`config.mk`:
```
export PLATFORM = sky130hd
export DESIGN_NAME = ahb_slave_if
export DESIGN_NICKNAME = d
export VERILOG_FILES = /design/src/rtl/ahb_slave_if.sv
export SDC_FILE = /design/constraint.sdc
export NUM_CORES = 1
export LEC_CHECK = 0
export CAP_MARGIN = 5
export CORE_MARGIN = 1
export CORE_UTILIZATION = 30
export DETAILED_ROUTE_END_ITERATION = 8
export GPL_TIMING_DRIVEN = 1
export PLACE_DENSITY = 0.77
export SLEW_MARGIN = 20
export SYNTH_ARGS = -nofsm -noshare
export SYNTH_HDL_FRONTEND = slang
export SYNTH_SLANG_ARGS = --single-unit
```
`constraint.sdc`:
```
create_clock -name ahb_clk_in -period 6 [get_ports ahb_clk_in]
set_clock_uncertainty 0.15 [all_clocks]
set_input_delay 1.2 -clock ahb_clk_in [delete_from_list [all_inputs] [get_ports ahb_clk_in]]
set_output_delay 1.2 -clock ahb_clk_in [all_outputs]
set_load 0.005 [all_outputs]
```
`src/rtl/ahb_slave_if.sv`:
```
// AHB-Lite slave interface.
// Turns each accepted AHB-Lite transfer into a single request/acknowledge access on a simple
// backend port, generating HREADYOUT wait states, the two-cycle ERROR response and HRDATA.
//
// Ports
//   ahb_clk_in, ahb_rst_in      : bus clock (posedge), asynchronous active-high reset
//   ahb_sel_in .. ahb_ready_in  : AHB-Lite address/control/data inputs (HSEL, HADDR, HTRANS,
//                                 HBURST, HSIZE, HWRITE, HWDATA, HREADY)
//   ahb_readyout_out            : HREADYOUT of this slave
//   ahb_resp_out                : HRESP (0 OKAY, 1 ERROR)
//   ahb_rdata_out               : HRDATA, loaded on a read acknowledge
//   slv_req_out .. slv_wdata_out: backend request, direction, address, byte strobes, write data
//   slv_ack_in, slv_err_in      : backend completion and error (error qualified by ack)
//   slv_rdata_in                : backend read data (qualified by ack)
module ahb_slave_if #(
  parameter int unsigned AHB_ADDR_WIDTH   = 32,
  parameter int unsigned AHB_DATA_WIDTH   = 32,
  parameter int unsigned SLV_WAIT_TIMEOUT = 15
) (
  input  logic                          ahb_clk_in,
  input  logic                          ahb_rst_in,
  input  logic                          ahb_sel_in,
  input  logic [AHB_ADDR_WIDTH-1:0]     ahb_addr_in,
  input  logic [1:0]                    ahb_trans_in,
  input  logic [2:0]                    ahb_burst_in,
  input  logic [2:0]                    ahb_size_in,
  input  logic                          ahb_write_in,
  input  logic [AHB_DATA_WIDTH-1:0]     ahb_wdata_in,
  input  logic                          ahb_ready_in,
  output logic                          ahb_readyout_out,
  output logic                          ahb_resp_out,
  output logic [AHB_DATA_WIDTH-1:0]     ahb_rdata_out,
  output logic                          slv_req_out,
  output logic                          slv_write_out,
  output logic [AHB_ADDR_WIDTH-1:0]     slv_addr_out,
  output logic [AHB_DATA_WIDTH/8-1:0]   slv_strb_out,
  output logic [AHB_DATA_WIDTH-1:0]     slv_wdata_out,
  input  logic                          slv_ack_in,
  input  logic                          slv_err_in,
  input  logic [AHB_DATA_WIDTH-1:0]     slv_rdata_in
);

  localparam int unsigned StrbW = AHB_DATA_WIDTH / 8;
  localparam int unsigned OffW  = $clog2(StrbW);
  localparam int unsigned CntW  = $clog2(SLV_WAIT_TIMEOUT + 1);

  typedef enum logic [2:0] {
    StIdle,
    StAccess,
    StDone,
    StErr1,
    StErr2
  } state_e;

  state_e                  state_q, state_d;
  logic [CntW-1:0]         cnt_q, cnt_d;
  logic [AHB_DATA_WIDTH-1:0] rdata_q, rdata_d;
  logic [AHB_ADDR_WIDTH-1:0] addr_q, addr_d;
  logic                    write_q, write_d;
  logic [StrbW-1:0]        strb_q, strb_d;

  // Transfer decode
  logic [31:0]               xfer_bytes;
  logic [31:0]               xfer_bits;
  logic [AHB_ADDR_WIDTH-1:0] align_mask;
  logic [OffW-1:0]           lane_off;
  logic [StrbW-1:0]          strb_calc;
  logic                      xfer_bad;
  logic                      addr_phase;
  logic                      timeout_hit;

  // HBURST and HTRANS[0] carry no information here: every beat is addressed explicitly.
  logic unused_inputs;
  assign unused_inputs = ^{ahb_burst_in, ahb_trans_in[0]};

  assign xfer_bytes  = 32'd1 << ahb_size_in;
  assign xfer_bits   = xfer_bytes << 3;
  assign align_mask  = AHB_ADDR_WIDTH'(xfer_bytes - 32'd1);
  assign xfer_bad    = (xfer_bits > AHB_DATA_WIDTH) || (|(ahb_addr_in & align_mask));
  assign lane_off    = ahb_addr_in[OffW-1:0];
  // Only NONSEQ/SEQ with the bus ready open a data phase towards this slave.
  assign addr_phase  = ahb_sel_in & ahb_ready_in & ahb_trans_in[1];
  assign timeout_hit = (cnt_q == CntW'(SLV_WAIT_TIMEOUT - 1));

  // Byte lanes from addr offset up to offset + bytes - 1.
  always_comb begin
    strb_calc = '0;
    for (int i = 0; i < StrbW; i++) begin
      strb_calc[i] = (32'(i) >= 32'(lane_off)) && (32'(i) < 32'(lane_off) + xfer_bytes);
    end
  end

  // State register
  always_ff @(posedge ahb_clk_in or posedge ahb_rst_in) begin
    if (ahb_rst_in) begin
      state_q <= StIdle;
      cnt_q   <= '0;
      rdata_q <= '0;
      addr_q  <= '0;
      write_q <= 1'b0;
      strb_q  <= '0;
    end else begin
      state_q <= state_d;
      cnt_q   <= cnt_d;
      rdata_q <= rdata_d;
      addr_q  <= addr_d;
      write_q <= write_d;
      strb_q  <= strb_d;
    end
  end

  // Next state
  always_comb begin
    state_d = state_q;
    cnt_d   = cnt_q;
    rdata_d = rdata_q;
    addr_d  = addr_q;
    write_d = write_q;
    strb_d  = strb_q;
    unique case (state_q)
      // Every state that drives HREADYOUT=1 may take a new address phase.
      StIdle, StDone, StErr2: begin
        if (addr_phase) begin
          if (xfer_bad) begin
            state_d = StErr1;
          end else begin
            state_d = StAccess;
            addr_d  = ahb_addr_in;
            write_d = ahb_write_in;
            strb_d  = strb_calc;
          end
        end else begin
          state_d = StIdle;
        end
      end
      StAccess: begin
        if (slv_ack_in) begin
          state_d = slv_err_in ? StErr1 : StDone;
          cnt_d   = '0;
          rdata_d = write_q ? '0 : slv_rdata_in;
        end else if (timeout_hit) begin
          state_d = StErr1;
          cnt_d   = '0;
        end else begin
          cnt_d = cnt_q + CntW'(1);
        end
      end
      StErr1:  state_d = StErr2;
      default: state_d = StIdle;
    endcase
  end

  // Outputs
  always_comb begin
    ahb_readyout_out = 1'b1;
    ahb_resp_out     = 1'b0;
    slv_req_out      = 1'b0;
    unique case (state_q)
      StAccess: begin
        ahb_readyout_out = 1'b0;
        slv_req_out      = 1'b1;
      end
      StErr1: begin
        ahb_readyout_out = 1'b0;
        ahb_resp_out     = 1'b1;
      end
      StErr2: begin
        ahb_resp_out = 1'b1;
      end
      default: begin
      end
    endcase
  end

  assign ahb_rdata_out = rdata_q;
  assign slv_write_out = write_q;
  assign slv_addr_out  = addr_q;
  assign slv_strb_out  = strb_q;
  // Safe as a pass-through: HREADYOUT=0 holds the master's HWDATA for the whole access.
  assign slv_wdata_out = ahb_wdata_in;

endmodule

```
# Word-level counts from Yosys, hierarchy flattened
# Cells that the tools add are included.
[totals]
wordCells = 51
out_inout_bits = 104
inputBits = 111
regBits = 76
[op_classes]
addsub = 3
n_reduce_logical = 11
muxes = 12
eq_ne = 6
bitwise_logic = 4
shifts = 1
magnitude_cmp = 8
[op_table]
columns = ["op", "count"]
rows = [
  ["less-than comparator 1 x 32 -> 1 bit, first input constant", 2],
  ["less-than comparator 2 x 32 -> 1 bit, first input constant", 2],
  ["adder 2 x 32 -> 32 bit", 1],
  ["AND 32 bit", 1],
  ["> comparator 32 x 6 -> 1 bit, second input constant", 1],
  ["two-way mux 32 bit", 1],
  ["OR reduction 32 bit", 1],
  ["<< shifter 1 x 3 -> 32 bit, first input constant", 1],
  ["subtractor 32 x 1 -> 32 bit, second input constant", 1],
  ["two-way mux 3 bit", 3],
  ["one-hot mux 3 bit (3 select lines)", 1],
  ["two-way mux 4 bit", 2],
  ["equality test 3 x 2 -> 1 bit, second input constant", 2],
  ["adder 4 x 1 -> 4 bit, second input constant", 1],
  ["equality test 4 bit, second input constant", 1],
  [">= comparator 1 x 2 -> 1 bit, first input constant", 2],
  ["two-way mux 1 bit", 4],
  ["OR reduction 2 bit", 2],
  ["equality test 3 x 1 -> 1 bit, second input constant", 1],
  ["equality test 3 bit, second input constant", 1],
  ["logical AND 1 bit", 3],
  ["zero test 3 bit", 1],
  ["!= test 3 bit, second input constant", 1],
  ["AND reduction 3 bit", 1],
  ["7 further kinds", 8],
]

# Logic depth before layout (Yosys ltp)
[logic_depth]
ltp_word = 8
mapped_depth = 11
mapped_depth_nobuf = 10

# Worst setup path after synthesis
# No wires, ideal clock.
[synth_timing]
kind = "in2reg"
start = "input ahb_size_in[2]"
end = "register addr_q[0] (netlist: slv_addr_out[0])"
setup_ns = 0.125
t_arrival_ns = 3.493
required_time_ns = 5.725
n_path_buf = 2
path_stages = 8
path_slack_ns = 2.232
cell_sequence = "clkbuf_1 > or3_1 > ha_1 > a32oi_1 > nand4_1 > nor4_4 > buf_6 > mux2_4"
[synth_between]
elab_chain_cells = 7
word_cells_on_any_way = 8
cone_classes = "1 x add/sub; 1 x order compare; 1 x shift; 2 x bitwise; 3 x reduce/logical"
[synth_rtl]
columns = ["element", "line_no", "text"]
rows = [
  ["start, declared", "26", "input logic [2:0] ahb_size_in,"],
  ["<< shifter 1 x 3 -> 32 bit (*)", "76", "assign xfer_bytes = 32'd1 << ahb_size_in;"],
  ["subtractor 32 x 1 -> 32 bit", "78", "assign align_mask = AHB_ADDR_WIDTH'(xfer_bytes - 32'd1);"],
  ["AND 32 bit", "79", "assign xfer_bad = (xfer_bits > AHB_DATA_WIDTH) || (|(ahb_addr_in & align_mask));"],
  ["OR reduction 32 bit", "79", ""],
  ["logical OR 1 bit (*)", "79", ""],
  ["inverter 1 bit (no source line) (*)", "-", ""],
  ["AND reduction 3 bit (no source line) (*)", "-", ""],
  ["end signal, assigned", "106", "addr_q <= addr_d;"],
  ["end, declared", "58", "logic [AHB_ADDR_WIDTH-1:0] addr_q, addr_d;"],
]
# Mark *: on every way between the ends. The rest lies on a longest branch, timed or not.
# A chain may end at the register's enable or synchronous reset.

# Worst setup path after layout
[layout_timing]
start = "input ahb_size_in[2]"
end = "register addr_q[30] (netlist: slv_addr_out[30])"
# The elaborated chain is that of the path after synthesis.

==> qor.yml <==
cts_resized: 0
yosys.area.top_type_share_pct: 50.3
grt_pass1_wl_um: 14400
synthCells: 340
rrSetupSlack_ns: 3.48
synth_fa_ha_area_share_pct: 3.17
power.leakage_nw: 2.42
wl_per_cell_um: 14.3
run_status: "finished, final reports clean"
async_flop_share_pct: 100
hold_slack_ns: 0.329
r2r-end: "slv_addr_out[30]"
dieArea_mm2: 0.0131
synth_mux_area_share_pct: 14.0
fin_crit_ns: 4.42
cp.arrival_ns: 4.48
power_density_mw_per_mm2: 349
vias: 2801
nets: 576
worstHoldPathType: "flip-flop to flip-flop"
worstSetupPathType: "input pin to flip-flop"
dp_hpwl_um: 6530
maxSlewHeadroom_pct: 37.7
max_freq_ghz: 0.226
rsz0062_at_grt: "no"
layout-drive-gt1-share_pct: 12.1
h-tree-depth: 3
worstSetupStartpointType: "input pin"
post_cts_buffers: 0
syn_nets: 460
timing.rr.start: "state_q[0]"
synth_edf_count: 0
routed_via_density: 4.45
setup_tns_ns: 0
drt_first_pass_iters: 4
clock_path_buffers: 2
hold_viol: 0
dpl_cell_area_mm2: 0.00517
rr_worst_depth: 5
grt_overflow: 0
grt_usage_pct: 14.2
cts_buffers: 9
ant_nets: 0
critPathLaunch: "ahb_size_in[2]"
syn_avg_cell_area_um2: 11.1
cts_tree: "done"
rows: 40
synth_top_family_by_area: "simple AND/OR/NAND/NOR gates"
fp.dieW_um: 114
area_growth_pct: 44.7
syn_area_mm2: 0.00378
min_from: "ahb_rdata_out[2]"
vdd_drop_max_mv: 0.136
maxSlewViolCount: 0
start_util_pct: 31.1
synth-simple-area-share_pct: 14.4
synth-xor-area-share_pct: 0
n_antenna_cell: 0
drc: 0
post-route-period-util_pct: 73.7
cap_viol_max_count: 0
postLayoutCellArea_mm2: 0.00548
holdBufCountCts: 0
drt_iter0_drc: 76
wl_um: 8990
clock_latency_ns: 0.32
tightestPinTransition_ns: 0.931
port_buffers: 146
cp_max_fo: 33
grt_max_degree: 77
yosys-top-cells-area: "dfrtp_1, mux2_4, buf_4"
synth_compound_area_share_pct: 8.80
finalSetupViolCount: 0
ys_ff_latch: 76
yosysUniqueCellTypes: 39
antenna_found_initial: 0
cts.sinks: 76
grt_pass1_vias: 2860
yosys_warnings: 0
seq_area_frac_synth_pct: 50.3
cp-end-kind: "flip-flop"
crit_path_end: "slv_addr_out[30]"
fp.dieH_um: 114
io_pins: 215
cts.clk_slew.worst_paths_ns: 0.06
crit_required_ns: 6.06
gp_congestion: 0.792
core_region_area_mm2: 0.0122
cts-root-buf: "clkbuf_16"
synth_largest_area_cell: "dfrtp_1"
synth-main-ff-cell: "dfrtp_1"
-- per-layer routing --
metal  wire, µm  global-route usage (%)  up-vias
met5          0                       0        -
met4        158                    6.15        0
met3        434                    3.28       19
met2       4700                    24.3       77
met1       3700                    17.0     1357
li1           -                       -     1348
-- power breakdown --
group / switching, mW / internal (mW)
clock network: 0.197 / 0.322
registers: 0.0953 / 0.670
logic: 0.222 / 0.403
-- flip-flops by register name (all words and copies together) (netlist names) --
signal,flops
state_q,3
ahb_rdata_out,32
slv_addr_out,32
cnt_q,4
slv_strb_out,4
slv_write_out,1
-- cell type report --
| class | count | area [µm²] |
|---|---|---|
| fillers | 1128 | 6690 |
| clock buffers | 14 | 244 |
| multi-input cells | 207 | 1530 |
| well taps | 168 | 210 |
| inverters | 12 | 46.3 |
| repair buffers | 150 | 1510 |
| flip-flops and latches | 76 | 1900 |
| clock inverters | 2 | 35.0 |
-- cell usage after synthesis, types with 3 or more instances --
library cell,n
clkbuf_1,9
nand2_1,42
mux2_4,30
nor2b_1,5
a21oi_1,6
mux2_2,7
dfrtp_1,76
ha_1,8
nor2_1,7
o21ai_0,39
buf_4,32
nand2b_1,33
or4_1,3
buf_6,3
inv_1,12
-- worst max-delay path, cell delays in order --
cell	delay, ns
clkdlybuf4s50_1	0.58
or3_1	0.46
ha_1	0.28
a32oi_1	0.21
nand4_1	0.21
nor4_4	0.52
buf_4	0.58
mux2_2	0.41
-- how the worst min path moves through the flow --
| stage | depth (start not counted) | endpoint | slack, ns |
|---|---|---|---|
| 3_5_place_dp | 2 | ahb_rdata_out[12] | 0.32 |
| 2_1_floorplan | 2 | ahb_rdata_out[0] | 0.32 |
| 6_report | 2 | ahb_rdata_out[2] | 0.33 |
| 4_1_cts | 2 | ahb_rdata_out[12] | 0.33 |
| 5_1_grt | 2 | ahb_rdata_out[9] | 0.36 |
| 3_3_place_gp | 2 | ahb_rdata_out[31] | 0.31 |
-- layout by cell type (no fill, tap or decap), drive strengths merged, types with 2 or more instances in the layout --
master         count
a21o               2
nand3              2
clkdlybuf4s50    146
clkbuf            14
buf                4
nor3               2
clkinv             2
nand2b            33
mux2              37
inv               11
dfrtp             76
o21ai             39
nor2b              5
nor3b              2
nand2             42
or4                3
ha                 8
a21oi              6
nor2               7
-- kinds of logic (layout without fill, tap and decap cells) --
| kind of cell | count (synthesis) | in the layout |
|---|---|---|
| compound gates | 58 | 58 |
| flops | 76 | 76 |
| fa+ha+maj | 9 | 9 |
| mux | 37 | 37 |
| buf+inv | 57 | 178 |
| simple gates | 103 | 103 |
-- through the flow --
stage / util [%] / std cells / power, mW / setup slack, ns
floorplan: - / 340 / 1.01 / 2.23
global placement: 42.5 / 612 / 1.38 / 1.36
detailed placement: 42.5 / 612 / 1.40 / 1.25
CTS: 44.8 / 628 / 1.94 / 1.58
global route: 45.0 / 629 / 2.03 / 1.39
finish: 45.0 / 629 / 1.91 / 1.58
Note: power is estimated with default switching activity, not from simulation.
